--- config.mk ---
export PLATFORM = sky130hd
export DESIGN_NAME = reaction_scoreboard
export DESIGN_NICKNAME = d
export VERILOG_FILES = /design/src/rtl/reaction_pkg.sv /design/src/rtl/score_history.sv /design/src/rtl/reaction_scoreboard.sv
export SDC_FILE = /design/constraint.sdc
export NUM_CORES = 1
export LEC_CHECK = 0
export CAP_MARGIN = 0
export CORE_UTILIZATION = 50
export DETAILED_ROUTE_END_ITERATION = 12
export GPL_TIMING_DRIVEN = 0
export PLACE_DENSITY = 0.73
export SYNTH_ARGS = -nofsm -noshare
export SYNTH_HDL_FRONTEND = slang
export SYNTH_SLANG_ARGS = --single-unit
--- constraint.sdc ---
create_clock -name clk -period 2.5 [get_ports clk]
set_clock_uncertainty 0.1 [all_clocks]
set_input_delay 0.375 -clock clk [delete_from_list [all_inputs] [get_ports clk]]
set_output_delay 0.375 -clock clk [all_outputs]
set_load 0.01 [all_outputs]
--- src/rtl/reaction_pkg.sv ---
// Shared definitions for the reaction-timer scoreboard.
//   state_t  : scoreboard FSM states
//   SEL_*    : encoding of the display select input
package reaction_pkg;

  typedef enum logic [2:0] {
    ST_IDLE,
    ST_ARMED,
    ST_TIMING,
    ST_RECORD,
    ST_SHOW
  } state_t;

  localparam logic [1:0] SEL_LAST  = 2'd0;
  localparam logic [1:0] SEL_BEST  = 2'd1;
  localparam logic [1:0] SEL_AVG   = 2'd2;
  localparam logic [1:0] SEL_COUNT = 2'd3;

endpackage

--- src/rtl/score_history.sv ---
// Circular buffer of the last 2^HIST_LOG2 recorded times with a running sum.
//   clk, reset_n : clock, async active-low reset
//   i_wr         : one-cycle write pulse carrying a new recorded time
//   i_data       : time to record
//   i_clr        : synchronous wipe of history, sum and full flag
//   o_avg        : sum >> HIST_LOG2 once full, else 0
//   o_full       : window has been filled at least once since clear/reset
module score_history #(
  parameter int COUNT_BITS = 16,
  parameter int HIST_LOG2  = 2
) (
  input  logic                  clk,
  input  logic                  reset_n,
  input  logic                  i_wr,
  input  logic [COUNT_BITS-1:0] i_data,
  input  logic                  i_clr,
  output logic [COUNT_BITS-1:0] o_avg,
  output logic                  o_full
);

  localparam int N  = 1 << HIST_LOG2;
  localparam int SW = COUNT_BITS + HIST_LOG2;

  logic [COUNT_BITS-1:0] r_mem [N];
  logic [HIST_LOG2-1:0]  r_ptr;
  logic [SW-1:0]         r_sum;
  logic                  r_full;
  logic [SW-1:0]         w_sum_nxt;

  // Empty slots hold 0, so subtracting the overwritten entry is always valid.
  assign w_sum_nxt = r_sum - {{HIST_LOG2{1'b0}}, r_mem[r_ptr]}
                           + {{HIST_LOG2{1'b0}}, i_data};

  always_ff @(posedge clk or negedge reset_n) begin
    if (!reset_n) begin
      for (int i = 0; i < N; i++) r_mem[i] <= '0;
      r_ptr  <= '0;
      r_sum  <= '0;
      r_full <= 1'b0;
    end else if (i_clr) begin
      for (int i = 0; i < N; i++) r_mem[i] <= '0;
      r_ptr  <= '0;
      r_sum  <= '0;
      r_full <= 1'b0;
    end else if (i_wr) begin
      r_mem[r_ptr] <= i_data;
      r_ptr        <= r_ptr + 1'b1;
      r_sum        <= w_sum_nxt;
      // Writing the last slot completes the first pass through the window.
      if (r_ptr == HIST_LOG2'(N - 1)) r_full <= 1'b1;
    end
  end

  assign o_full = r_full;
  assign o_avg  = r_full ? r_sum[SW-1:HIST_LOG2] : '0;

endmodule

--- src/rtl/reaction_scoreboard.sv ---
// Reaction-timer scoreboard: tracks last/best/average times, attempts and
// false-start / no-response / new-best flags; drives a registered display mux.
// Optional feature macro: SCOREBOARD_AVG_EN (history window + average).
//   clk, reset_n   : clock, async active-low reset
//   arm            : pulse, lights sequence started
//   lights_out     : pulse, lights extinguished
//   stop           : level, reaction key held (synchronised)
//   clear          : pulse, wipe all statistics
//   count          : live ms count
//   sel            : display select (last/best/avg/attempts)
//   disp_value     : registered selected value
//   false_start, no_response, new_best, avg_valid : status flags
module reaction_scoreboard
  import reaction_pkg::*;
#(
  parameter int COUNT_BITS = 16,
  parameter int HIST_LOG2  = 2
) (
  input  logic                  clk,
  input  logic                  reset_n,
  input  logic                  arm,
  input  logic                  lights_out,
  input  logic                  stop,
  input  logic                  clear,
  input  logic [COUNT_BITS-1:0] count,
  input  logic [1:0]            sel,
  output logic [COUNT_BITS-1:0] disp_value,
  output logic                  false_start,
  output logic                  no_response,
  output logic                  new_best,
  output logic                  avg_valid
);

  state_t r_state, w_state_nxt;

  logic                  r_stop_q;
  logic [COUNT_BITS-1:0] r_last, r_best, r_attempts, r_disp;
  logic                  r_false, r_nores, r_newbest;
  logic                  w_stop_edge, w_cnt_max, w_record;
  logic [COUNT_BITS-1:0] w_avg;
  logic                  w_full;

  assign w_stop_edge = stop & ~r_stop_q;
  assign w_cnt_max   = &count;
  assign w_record    = (r_state == ST_RECORD) && !clear;

  always_ff @(posedge clk or negedge reset_n) begin
    if (!reset_n) begin
      r_state  <= ST_IDLE;
      r_stop_q <= 1'b0;
    end else begin
      r_state  <= w_state_nxt;
      r_stop_q <= stop;
    end
  end

  always_comb begin
    w_state_nxt = r_state;
    if (clear) begin
      w_state_nxt = ST_IDLE;
    end else begin
      case (r_state)
        ST_IDLE, ST_SHOW: if (arm) w_state_nxt = ST_ARMED;
        // A press in the same cycle as lights_out is still a false start.
        ST_ARMED: begin
          if (w_stop_edge)     w_state_nxt = ST_SHOW;
          else if (lights_out) w_state_nxt = ST_TIMING;
        end
        ST_TIMING: begin
          if (w_stop_edge)    w_state_nxt = ST_RECORD;
          else if (w_cnt_max) w_state_nxt = ST_SHOW;
        end
        ST_RECORD: w_state_nxt = ST_SHOW;
        default:   w_state_nxt = ST_IDLE;
      endcase
    end
  end

  always_ff @(posedge clk or negedge reset_n) begin
    if (!reset_n) begin
      r_last     <= '0;
      r_best     <= '0;
      r_attempts <= '0;
      r_false    <= 1'b0;
      r_nores    <= 1'b0;
      r_newbest  <= 1'b0;
    end else if (clear) begin
      r_last     <= '0;
      r_best     <= '0;
      r_attempts <= '0;
      r_false    <= 1'b0;
      r_nores    <= 1'b0;
      r_newbest  <= 1'b0;
    end else begin
      if ((r_state == ST_IDLE || r_state == ST_SHOW) && arm) begin
        r_false   <= 1'b0;
        r_nores   <= 1'b0;
        r_newbest <= 1'b0;
      end
      if (r_state == ST_ARMED && w_stop_edge) r_false <= 1'b1;
      if (r_state == ST_TIMING && !w_stop_edge && w_cnt_max) r_nores <= 1'b1;
      if (w_record) begin
        r_last <= count;
        if (~&r_attempts) r_attempts <= r_attempts + 1'b1;
        // attempts==0 marks an empty best; ties do not count as a record.
        if (r_attempts == '0 || count < r_best) begin
          r_best    <= count;
          r_newbest <= 1'b1;
        end
      end
    end
  end

`ifdef SCOREBOARD_AVG_EN
  score_history #(
    .COUNT_BITS (COUNT_BITS),
    .HIST_LOG2  (HIST_LOG2)
  ) u_hist (
    .clk     (clk),
    .reset_n (reset_n),
    .i_wr    (w_record),
    .i_data  (count),
    .i_clr   (clear),
    .o_avg   (w_avg),
    .o_full  (w_full)
  );
`else
  assign w_avg  = '0;
  assign w_full = 1'b0;
`endif

  always_ff @(posedge clk or negedge reset_n) begin
    if (!reset_n) begin
      r_disp <= '0;
    end else begin
      case (sel)
        SEL_LAST:  r_disp <= r_last;
        SEL_BEST:  r_disp <= r_best;
        SEL_AVG:   r_disp <= w_avg;
        default:   r_disp <= r_attempts;
      endcase
    end
  end

  assign disp_value  = r_disp;
  assign false_start = r_false;
  assign no_response = r_nores;
  assign new_best    = r_newbest;
  assign avg_valid   = w_full;

endmodule

==> results of run 1 <==
routing by layer:
layer	vias up	wire [µm]	global-route usage [%]	share of wire, %
met3	15	393	3.49	4.2
met2	95	4620	42.6	49
li1	1483	-	-	-
met4	0	168	10.9	1.8
met5	-	0	0	0
met1	1507	4170	35.6	45
report_power, final:
group	switching (mW)	leakage [nW]	internal, mW
clock network	0.442	0.105	0.554
logic	0.146	0.871	0.0992
registers	0.0165	0.985	1.16
cells by family after synthesis:
group	after synthesis	share of synthesized area, %
adder cells (fa/ha/maj)	17	5.76
flip-flops	71	48.1
buffers and inverters	39	4.61
AND/OR/NAND/NOR	132	18.0
AO/OA/AOI/OAI	110	21.4
other	1	0.101
XOR/XNOR	6	1.42
multiplexers	2	0.610
worst paths after layout:
| kind | from | end | slack, ps | cells past startpoint |
|---|---|---|---|---|
| hold reg to reg | r_best[5]$_DFFE_PN0P_ | r_best[5]$_DFFE_PN0P_ | 410 | 1 |
| setup reg to reg | r_best[15]$_DFFE_PN0P_ | r_best[10]$_DFFE_PN0P_ | 130 | 10 |
| hold / removal | reset_n | r_attempts[8]$_DFFE_PN0P_ | 50 | 1 |
| setup / recovery | count[2] | r_best[3]$_DFFE_PN0P_ | 120 | 9 |
| min in group clk | count[13] | r_last[13]$_DFFE_PN0P_ | 260 | 3 |
| max in group asynchronous | reset_n | r_best[5]$_DFFE_PN0P_ | 1690 | 1 |
through the flow:
stage | util (%) | power, mW | cell area [µm²] | TNS [ps]
detailed placement | 60.5 | 1.43 | 4220 | -6770
finish | 65.3 | 2.42 | 4560 | 0
floorplan | - | 1.31 | 3690 | 0
CTS | 63.9 | 2.42 | 4460 | 0
global placement | 60.5 | 1.42 | 4230 | -104430
global route | 65.3 | 2.50 | 4560 | 0
sequential cells by signal, summed over array words and instances (netlist names):
register and count:
r_last 16, r_state 3, disp_value 16, r_stop_q 1, no_response 1, new_best 1, r_best 16, r_attempts 16
false_start 1
layout make-up:
| cell class | instances | area (µm²) | share of cell area (%) |
|---|---|---|---|
| sequential | 71 | 1780 | 38.9 |
| inverter | 20 | 75.1 | 1.65 |
| multi-input combinational | 268 | 1820 | 39.8 |
| tap | 96 | 120 | 2.63 |
| buffer | 19 | 95.1 | 2.08 |
| clock inverter | 6 | 86.3 | 1.89 |
| timing repair buffer | 48 | 469 | 10.3 |
| clock buffer | 9 | 124 | 2.72 |
synth_stat cells, types with 2 or more instances:
master / count / area share (%)
a31oi_1: 4 / 0.68
nand3_1: 9 / 1.2
and3_1: 2 / 0.34
a211oi_1: 4 / 0.81
nand4_1: 9 / 1.5
a21oi_1: 28 / 3.8
and4_1: 3 / 0.71
clkbuf_1: 12 / 1.2
nor3_1: 9 / 1.2
nand2b_1: 2 / 0.34
o31ai_1: 2 / 0.41
a21o_1: 2 / 0.41
nand2_1: 61 / 6.2
mux2_2: 2 / 0.61
ha_1: 17 / 5.8
o21a_1: 2 / 0.41
a22o_1: 26 / 6.2
or4_4: 2 / 0.61
and2_1: 2 / 0.34
or3_1: 2 / 0.34
nor3b_1: 2 / 0.41
buf_4: 2 / 0.41
xor2_1: 6 / 1.4
nor2_1: 16 / 1.6
buf_6: 2 / 0.61
o21ai_0: 23 / 3.1
inv_1: 20 / 2.0
dfrtp_1: 71 / 48
buf_1: 2 / 0.20
nor2b_1: 3 / 0.51
a22o_2: 6 / 1.6
what timing repair did:
| item | 4_1_cts | 5_1_grt |
|---|---|---|
| pin swaps | 4 | 6 |
| endpoints found under the setup margin | 10 | 14 |
| gates resized for setup | 3 | 12 |
| cloned | 0 | 1 |
| setup buffers | 2 | 4 |
| hold endpoints to repair | 0 | 0 |
| hold buffers | 0 | 0 |
==> flow_summary.json, run 1 <==
{
  "cts_buffer_depth": 2,
  "worst_pin_slew_ps": 878,
  "syn_to_final_growth_pct": 23.5,
  "syn-num-nets": 419,
  "slew_headroom_pct": 41.5,
  "vias": 3100,
  "irDropWorstVdd_v": 0.000290,
  "cts_tree": "done",
  "cap_viol_max_count": 0,
  "crit_fanout": 5,
  "hold_class": "in2async",
  "rsz0062_at_grt": "false",
  "cp_num_buf_inv": 3,
  "ys_warn_count": 0,
  "cp_cell_sequence": "clkdlybuf4s50_1 > ha_1 > o21ai_0 > a211oi_4 > a31oi_4 > a311oi_4 > buf_6 > buf_4 > a22o_2",
  "die_y_um": 88.0,
  "clock_latency_ps": 350,
  "final_common_cell": "dfrtp_1",
  "crit_type": "in2reg",
  "drtIter0Drc": 214,
  "grt_pass1_vias": 3038,
  "synth_flop_cell": "dfrtp_1",
  "endpoint_kind": "flip-flop",
  "avgViaCountPerCell": 5.77,
  "core_mm2": 0.00698,
  "ys_seq_area_share_pct": 48.1,
  "maxSlewViolCount": 0,
  "die_x_um": 88.0,
  "period_needed_ps": 2380,
  "timing.final.crit_share_pct": 95.3,
  "nFillCells": 581,
  "power_density_mw_per_mm2": 531,
  "globalRouteOverflowTotal": 0,
  "h-tree-depth": 3,
  "synth_edf_count": 0,
  "grt_first_pass_wirelength_mm": 15.2,
  "layout_common_cells": "dfrtp_1 (71), nand2_1 (61), clkdlybuf4s50_1 (35)",
  "clock-root-buffer": "clkbuf_8",
  "layout.cells.non_filler": 537,
  "drc": 0,
  "slowest_delay_ps": 480,
  "core.rowCount": 30,
  "num_antenna_cells": 0,
  "initial_utilization_pct": 52.9,
  "drive_gt1_share_pct": 12.0,
  "die-area_mm2": 0.00774,
  "final_hold_viol_count": 0,
  "synth_area_mm2": 0.00369,
  "fin_nets": 478,
  "antenna_found_initial": 0,
  "synth_cells": 378,
  "totalWireLength_mm": 9.35,
  "fin_ws_ps": 116,
  "critical-path-slowest-cell": "clkdlybuf4s50_1",
  "cp_top_family": "compound AO/OA/AOI/OAI gates",
  "dpl.cell_count": 515,
  "io_buffers": 41,
  "dr.pass1.iters": 4,
  "ys_types": 56,
  "place_ws_ps": -482,
  "start_kind": "primary input",
  "ios": 44,
  "synth-seq-cells": 71,
  "path_clk_slew_ps": 70,
  "critPathRequiredTime_ps": 2640,
  "clock-sinks": 71,
  "avgSynthCellArea_um2": 9.77,
  "wl_per_cell_um": 17.4,
  "fmax_mhz": 420,
  "ant_nets": 0,
  "worst_hold_slack_ps": 48.0,
  "grt_usage_pct": 26.3,
  "crit_arrival_ps": 2520,
  "leakage_nw": 1.96,
  "grt_max_degree": 72,
  "dp_hpwl_mm": 6.70,
  "status": "finished, final reports clean",
  "place.gp.congestion": 0.892,
  "synthArstFlopShare_pct": 100,
  "setup_viol": 0,
  "cts_made_buffers": 9
}
No activity file was read; power rests on OpenSTA's default activity.
==> run 2, diff against run 1 <==
--- a/config.mk
+++ b/config.mk
@@ -10,6 +10,7 @@
 export DETAILED_ROUTE_END_ITERATION = 12
 export GPL_TIMING_DRIVEN = 0
 export PLACE_DENSITY = 0.73
+export SKIP_CTS_REPAIR_TIMING = 1
 export SYNTH_ARGS = -nofsm -noshare
 export SYNTH_HDL_FRONTEND = slang
 export SYNTH_SLANG_ARGS = --single-unit
==> flow_summary.json, run 2 (synthesized netlist as in run 1, its figures left out) <==
{
  "status": "complete, but fails checks",
  "clock-root-buffer": "clkbuf_8",
  "path_clk_slew_ps": 80,
  "crit_type": "in2reg",
  "start_kind": "primary input",
  "cts_buffer_depth": 2,
  "fin_ws_ps": -19.5,
  "cap_viol_max_count": 0,
  "cts_made_buffers": 9,
  "grt_max_degree": 72,
  "leakage_nw": 1.95,
  "io_buffers": 41,
  "core.rowCount": 30,
  "num_antenna_cells": 0,
  "grt_first_pass_wirelength_mm": 15.1,
  "routed-wl-met2_mm": 4.66,
  "dr.pass1.iters": 5,
  "grt_usage_pct": 26.1,
  "globalRouteOverflowTotal": 0,
  "drive_gt1_share_pct": 11.4,
  "wl_per_cell_um": 18.0,
  "power_mw": 2.43,
  "antenna_found_initial": 0,
  "initial_utilization_pct": 52.9,
  "slew_headroom_pct": 41.5,
  "dp_hpwl_mm": 6.70,
  "die-area_mm2": 0.00774,
  "die_y_um": 88.0,
  "fmax_mhz": 397,
  "crit_fanout": 5,
  "wirelength_met1_mm": 4.31,
  "crit_arrival_ps": 2660,
  "clock-sinks": 71,
  "irDropWorstVdd_v": 0.000293,
  "totalWireLength_mm": 9.63,
  "placed_area_mm2": 0.00422,
  "top_layer": "met4",
  "h-tree-depth": 3,
  "cts_tree": "done",
  "period_needed_ps": 2520,
  "fin_nets": 475,
  "ios": 44,
  "final_area_mm2": 0.00453,
  "power_density_mw_per_mm2": 536,
  "ant_nets": 0,
  "hold_class": "in2async",
  "drc": 0,
  "maxSlewViolCount": 0,
  "place.gp.congestion": 0.892,
  "avgViaCountPerCell": 5.92,
  "layout_common_cells": "dfrtp_1 (71), nand2_1 (61), clkdlybuf4s50_1 (36)",
  "final_common_cell": "dfrtp_1",
  "die_x_um": 88.0,
  "timing.final.crit_share_pct": 101,
  "worst_pin_slew_ps": 877,
  "core_mm2": 0.00698,
  "violations": "negative setup slack",
  "syn_to_final_growth_pct": 22.5,
  "drtIter0Drc": 254,
  "setup_viol": 4,
  "critPathRequiredTime_ps": 2640,
  "dr_wl_met3_um": 445,
  "clock_latency_ps": 350,
  "vias": 3160,
  "nFillCells": 590,
  "final_hold_viol_count": 0,
  "grt_pass1_vias": 3019,
  "endpoint_kind": "flip-flop"
}
[run 2: final timing paths]
kind,startpoint,end,slack (ps),cells past startpoint
max,count[1],r_best[2]$_DFFE_PN0P_,-20,8
min in group clk,count[12],r_last[12]$_DFFE_PN0P_,290,3
min,reset_n,r_last[7]$_DFFE_PN0P_,40,1
min reg2reg,r_best[9]$_DFFE_PN0P_,r_best[9]$_DFFE_PN0P_,410,1
max reg2reg,r_best[14]$_DFFE_PN0P_,r_best[10]$_DFFE_PN0P_,100,10
max in group asynchronous,reset_n,r_best[7]$_DFFE_PN0P_,1690,1
[run 2: worst max-delay path, stage by stage]
cell and delay [ps]:
clkdlybuf4s50_1 500, ha_1 350, a2111o_1 410, a31oi_2 290
a311oi_4 140, buf_4 190, buf_4 150, a22o_2 250
[run 2: through the flow]
stage	worst slack (ps)	setup TNS [ps]	std cells	utilization, %	hold slack (ps)
after detailed placement	-482	-6770	515	60.5	392
after CTS	-124	-1140	530	63.5	83.4
after floorplan	300	0	378	-	-20.6
after global routing	-53.4	-294	534	64.8	129
after global placement	-1390	-104430	515	60.5	388
final	-19.5	-65.7	534	64.8	43.1
[run 2: power by group]
| part | total, mW | internal, mW | switching, mW |
|---|---|---|---|
| Combinational | 0.244 | 0.0983 | 0.146 |
| Clock | 1.00 | 0.554 | 0.449 |
| Sequential | 1.18 | 1.16 | 0.0164 |
| Total | 2.43 | 1.82 | 0.611 |
[run 2: per-layer routing]
layer	GRT usage, %	up-vias
met5	0	-
met4	10.9	0
met3	3.49	20
met2	42.4	120
met1	35.3	1552
li1	-	1468
[run 2: layout make-up]
class / count / area, µm² / share of cell area [%]
clock buffer: 9 / 124 / 2.74
timing repair buffer: 45 / 452 / 9.98
sequential: 71 / 1780 / 39.3
tap: 96 / 120 / 2.65
inverter: 20 / 75.1 / 1.66
buffer: 19 / 95.1 / 2.10
multi-input combinational: 268 / 1800 / 39.7
clock inverter: 6 / 86.3 / 1.91
==> run 3, diff against run 2 <==
--- a/config.mk
+++ b/config.mk
@@ -6,10 +6,11 @@
 export NUM_CORES = 1
 export LEC_CHECK = 0
 export CAP_MARGIN = 0
-export CORE_UTILIZATION = 50
+export CORE_UTILIZATION = 56
 export DETAILED_ROUTE_END_ITERATION = 12
 export GPL_TIMING_DRIVEN = 0
-export PLACE_DENSITY = 0.73
+export PLACE_DENSITY = 0.8
+export SETUP_SLACK_MARGIN = 0.1
 export SKIP_CTS_REPAIR_TIMING = 1
 export SYNTH_ARGS = -nofsm -noshare
 export SYNTH_HDL_FRONTEND = slang
==> flow_summary.json, run 3 (synthesized netlist as in run 1, its figures left out) <==
{
  "status": "finished, final reports clean",
  "drtIter0Drc": 176,
  "clock_latency_ps": 350,
  "antenna_found_initial": 0,
  "core.rowCount": 29,
  "maxSlewViolCount": 0,
  "crit_type": "reg2reg",
  "totalWireLength_mm": 9.12,
  "vias": 3177,
  "drc": 0,
  "dr.pass1.iters": 5,
  "power.share.sequential_pct": 49.7,
  "power_density_mw_per_mm2": 516,
  "start_kind": "flip-flop",
  "clock-root-buffer": "clkbuf_8",
  "switching_share_pct": 23.7,
  "cts_tree": "done",
  "leakage_nw": 2.02,
  "p_int_mw": 1.81,
  "regArea_mm2": 0.00178,
  "critPathRequiredTime_ps": 2680,
  "h-tree-depth": 3,
  "setup_viol": 0,
  "hold_class": "in2async",
  "crit_fanout": 5,
  "clock_power_share_pct": 40.0,
  "p_comb_share_pct": 10.3,
  "startpoint": "r_best[15]$_DFFE_PN0P_",
  "initial_utilization_pct": 58.2,
  "layout_common_cells": "dfrtp_1 (71), nand2_1 (61), clkdlybuf4s50_1 (32)",
  "worst_pin_slew_ps": 845,
  "wl_per_cell_um": 17.5,
  "fin_util_pct": 72.3,
  "layout.cells.non_filler": 522,
  "grt_usage_pct": 27.2,
  "switching_power_uw": 562,
  "slew_headroom_pct": 43.7,
  "globalRouteOverflowTotal": 0,
  "core_mm2": 0.00635,
  "grt_pass1_vias": 3007,
  "dp_hpwl_mm": 6.42,
  "final_hold_viol_count": 0,
  "die_x_um": 83.2,
  "die-area_mm2": 0.00693,
  "grt_first_pass_wirelength_mm": 14.6,
  "fmax_mhz": 406,
  "num_antenna_cells": 0,
  "r2r_start": "r_best[15]$_DFFE_PN0P_",
  "cts_made_buffers": 9,
  "clock-sinks": 71,
  "ant_nets": 0,
  "dpl.cell_count": 496,
  "crit_arrival_ps": 2650,
  "multi_input_area_mm2": 0.00183,
  "place.gp.congestion": 0.862,
  "rsz0062_at_grt": "true",
  "avgViaCountPerCell": 6.09,
  "nFillCells": 464,
  "cts_buffer_depth": 2,
  "syn_to_final_growth_pct": 24.3,
  "period_needed_ps": 2460,
  "final_common_cell": "dfrtp_1",
  "drive_gt1_share_pct": 13.9,
  "endpoint_kind": "flip-flop",
  "fin_nets": 481,
  "reg2regPathDepth": 8,
  "path_clk_slew_ps": 70,
  "irDropWorstVdd_v": 0.000613,
  "cap_viol_max_count": 0,
  "die_y_um": 83.2,
  "ios": 44,
  "grt_max_degree": 72,
  "worst_hold_slack_ps": 22.8,
  "timing.final.crit_share_pct": 98.5,
  "io_buffers": 41
}
run 3: changes by cell type in the layout (fill, tap and decap cells not counted), moves of 3 or more:
cell and change:
ha_4 +3, clkdlybuf4s50_1 -4, dlymetal6s2s_1 +4, inv_2 +4
ha_1 -3, inv_1 -4, buf_4 +5, clkbuf_8 +3
run 3: layer usage:
metal  up-vias  track usage, %  part of all wire, %
li1       1490               -                    -
met5         -               0                    0
met2       129            42.6                   48
met3        23            6.16                  6.5
met1      1535            36.1                   42
met4         0            12.5                  2.9
run 3: cell type report:
cell class / count / share of cell area (%)
Buffer: 19 / 2.07
Clock buffer: 14 / 3.76
Clock inverter: 2 / 0.817
Inverter: 20 / 1.63
Multi-Input combinational cell: 268 / 39.9
Sequential cell: 71 / 38.7
Tap cell: 77 / 2.10
Timing Repair Buffer: 51 / 11.0
run 3: power by group through the flow:
stage	combinational (mW)	sequential [mW]	clock, mW
global placement	0.218	1.20	0
finish	0.244	1.18	0.948
CTS	0.225	1.18	0.959
detailed placement	0.223	1.20	0
global route	0.269	1.18	1.01
floorplan	0.110	1.20	0
run 3: critical path, cell delays in order (launching register included):
cell and delay [ps]:
dfrtp_1 380, inv_2 70, ha_4 280, nand4_1 200, or3_4 470, a311oi_4 440
buf_4 190, buf_6 110, a22o_1 160
run 3: worst paths after layout:
| check | endpoint | slack (ps) |
|---|---|---|
| max | r_best[11]$_DFFE_PN0P_ | 40 |
| min | disp_value[13]$_DFF_PN0_ | 20 |
| max reg2reg | r_best[11]$_DFFE_PN0P_ | 40 |
| min reg2reg | disp_value[2]$_DFF_PN0_ | 400 |
| max in group asynchronous | r_last[4]$_DFFE_PN0P_ | 1720 |
| min in group clk | r_last[10]$_DFFE_PN0P_ | 260 |
run 3: through the flow:
stage | setup TNS (ps) | area (µm²) | power [mW] | setup WS [ps]
after global routing | -12.2 | 4590 | 2.46 | -12.2
after CTS | -390 | 4410 | 2.36 | -45.5
after floorplan | 0 | 3690 | 1.31 | 300
after global placement | -97210 | 4200 | 1.42 | -1290
after detailed placement | -5970 | 4200 | 1.42 | -426
final | 0 | 4590 | 2.37 | 37.1
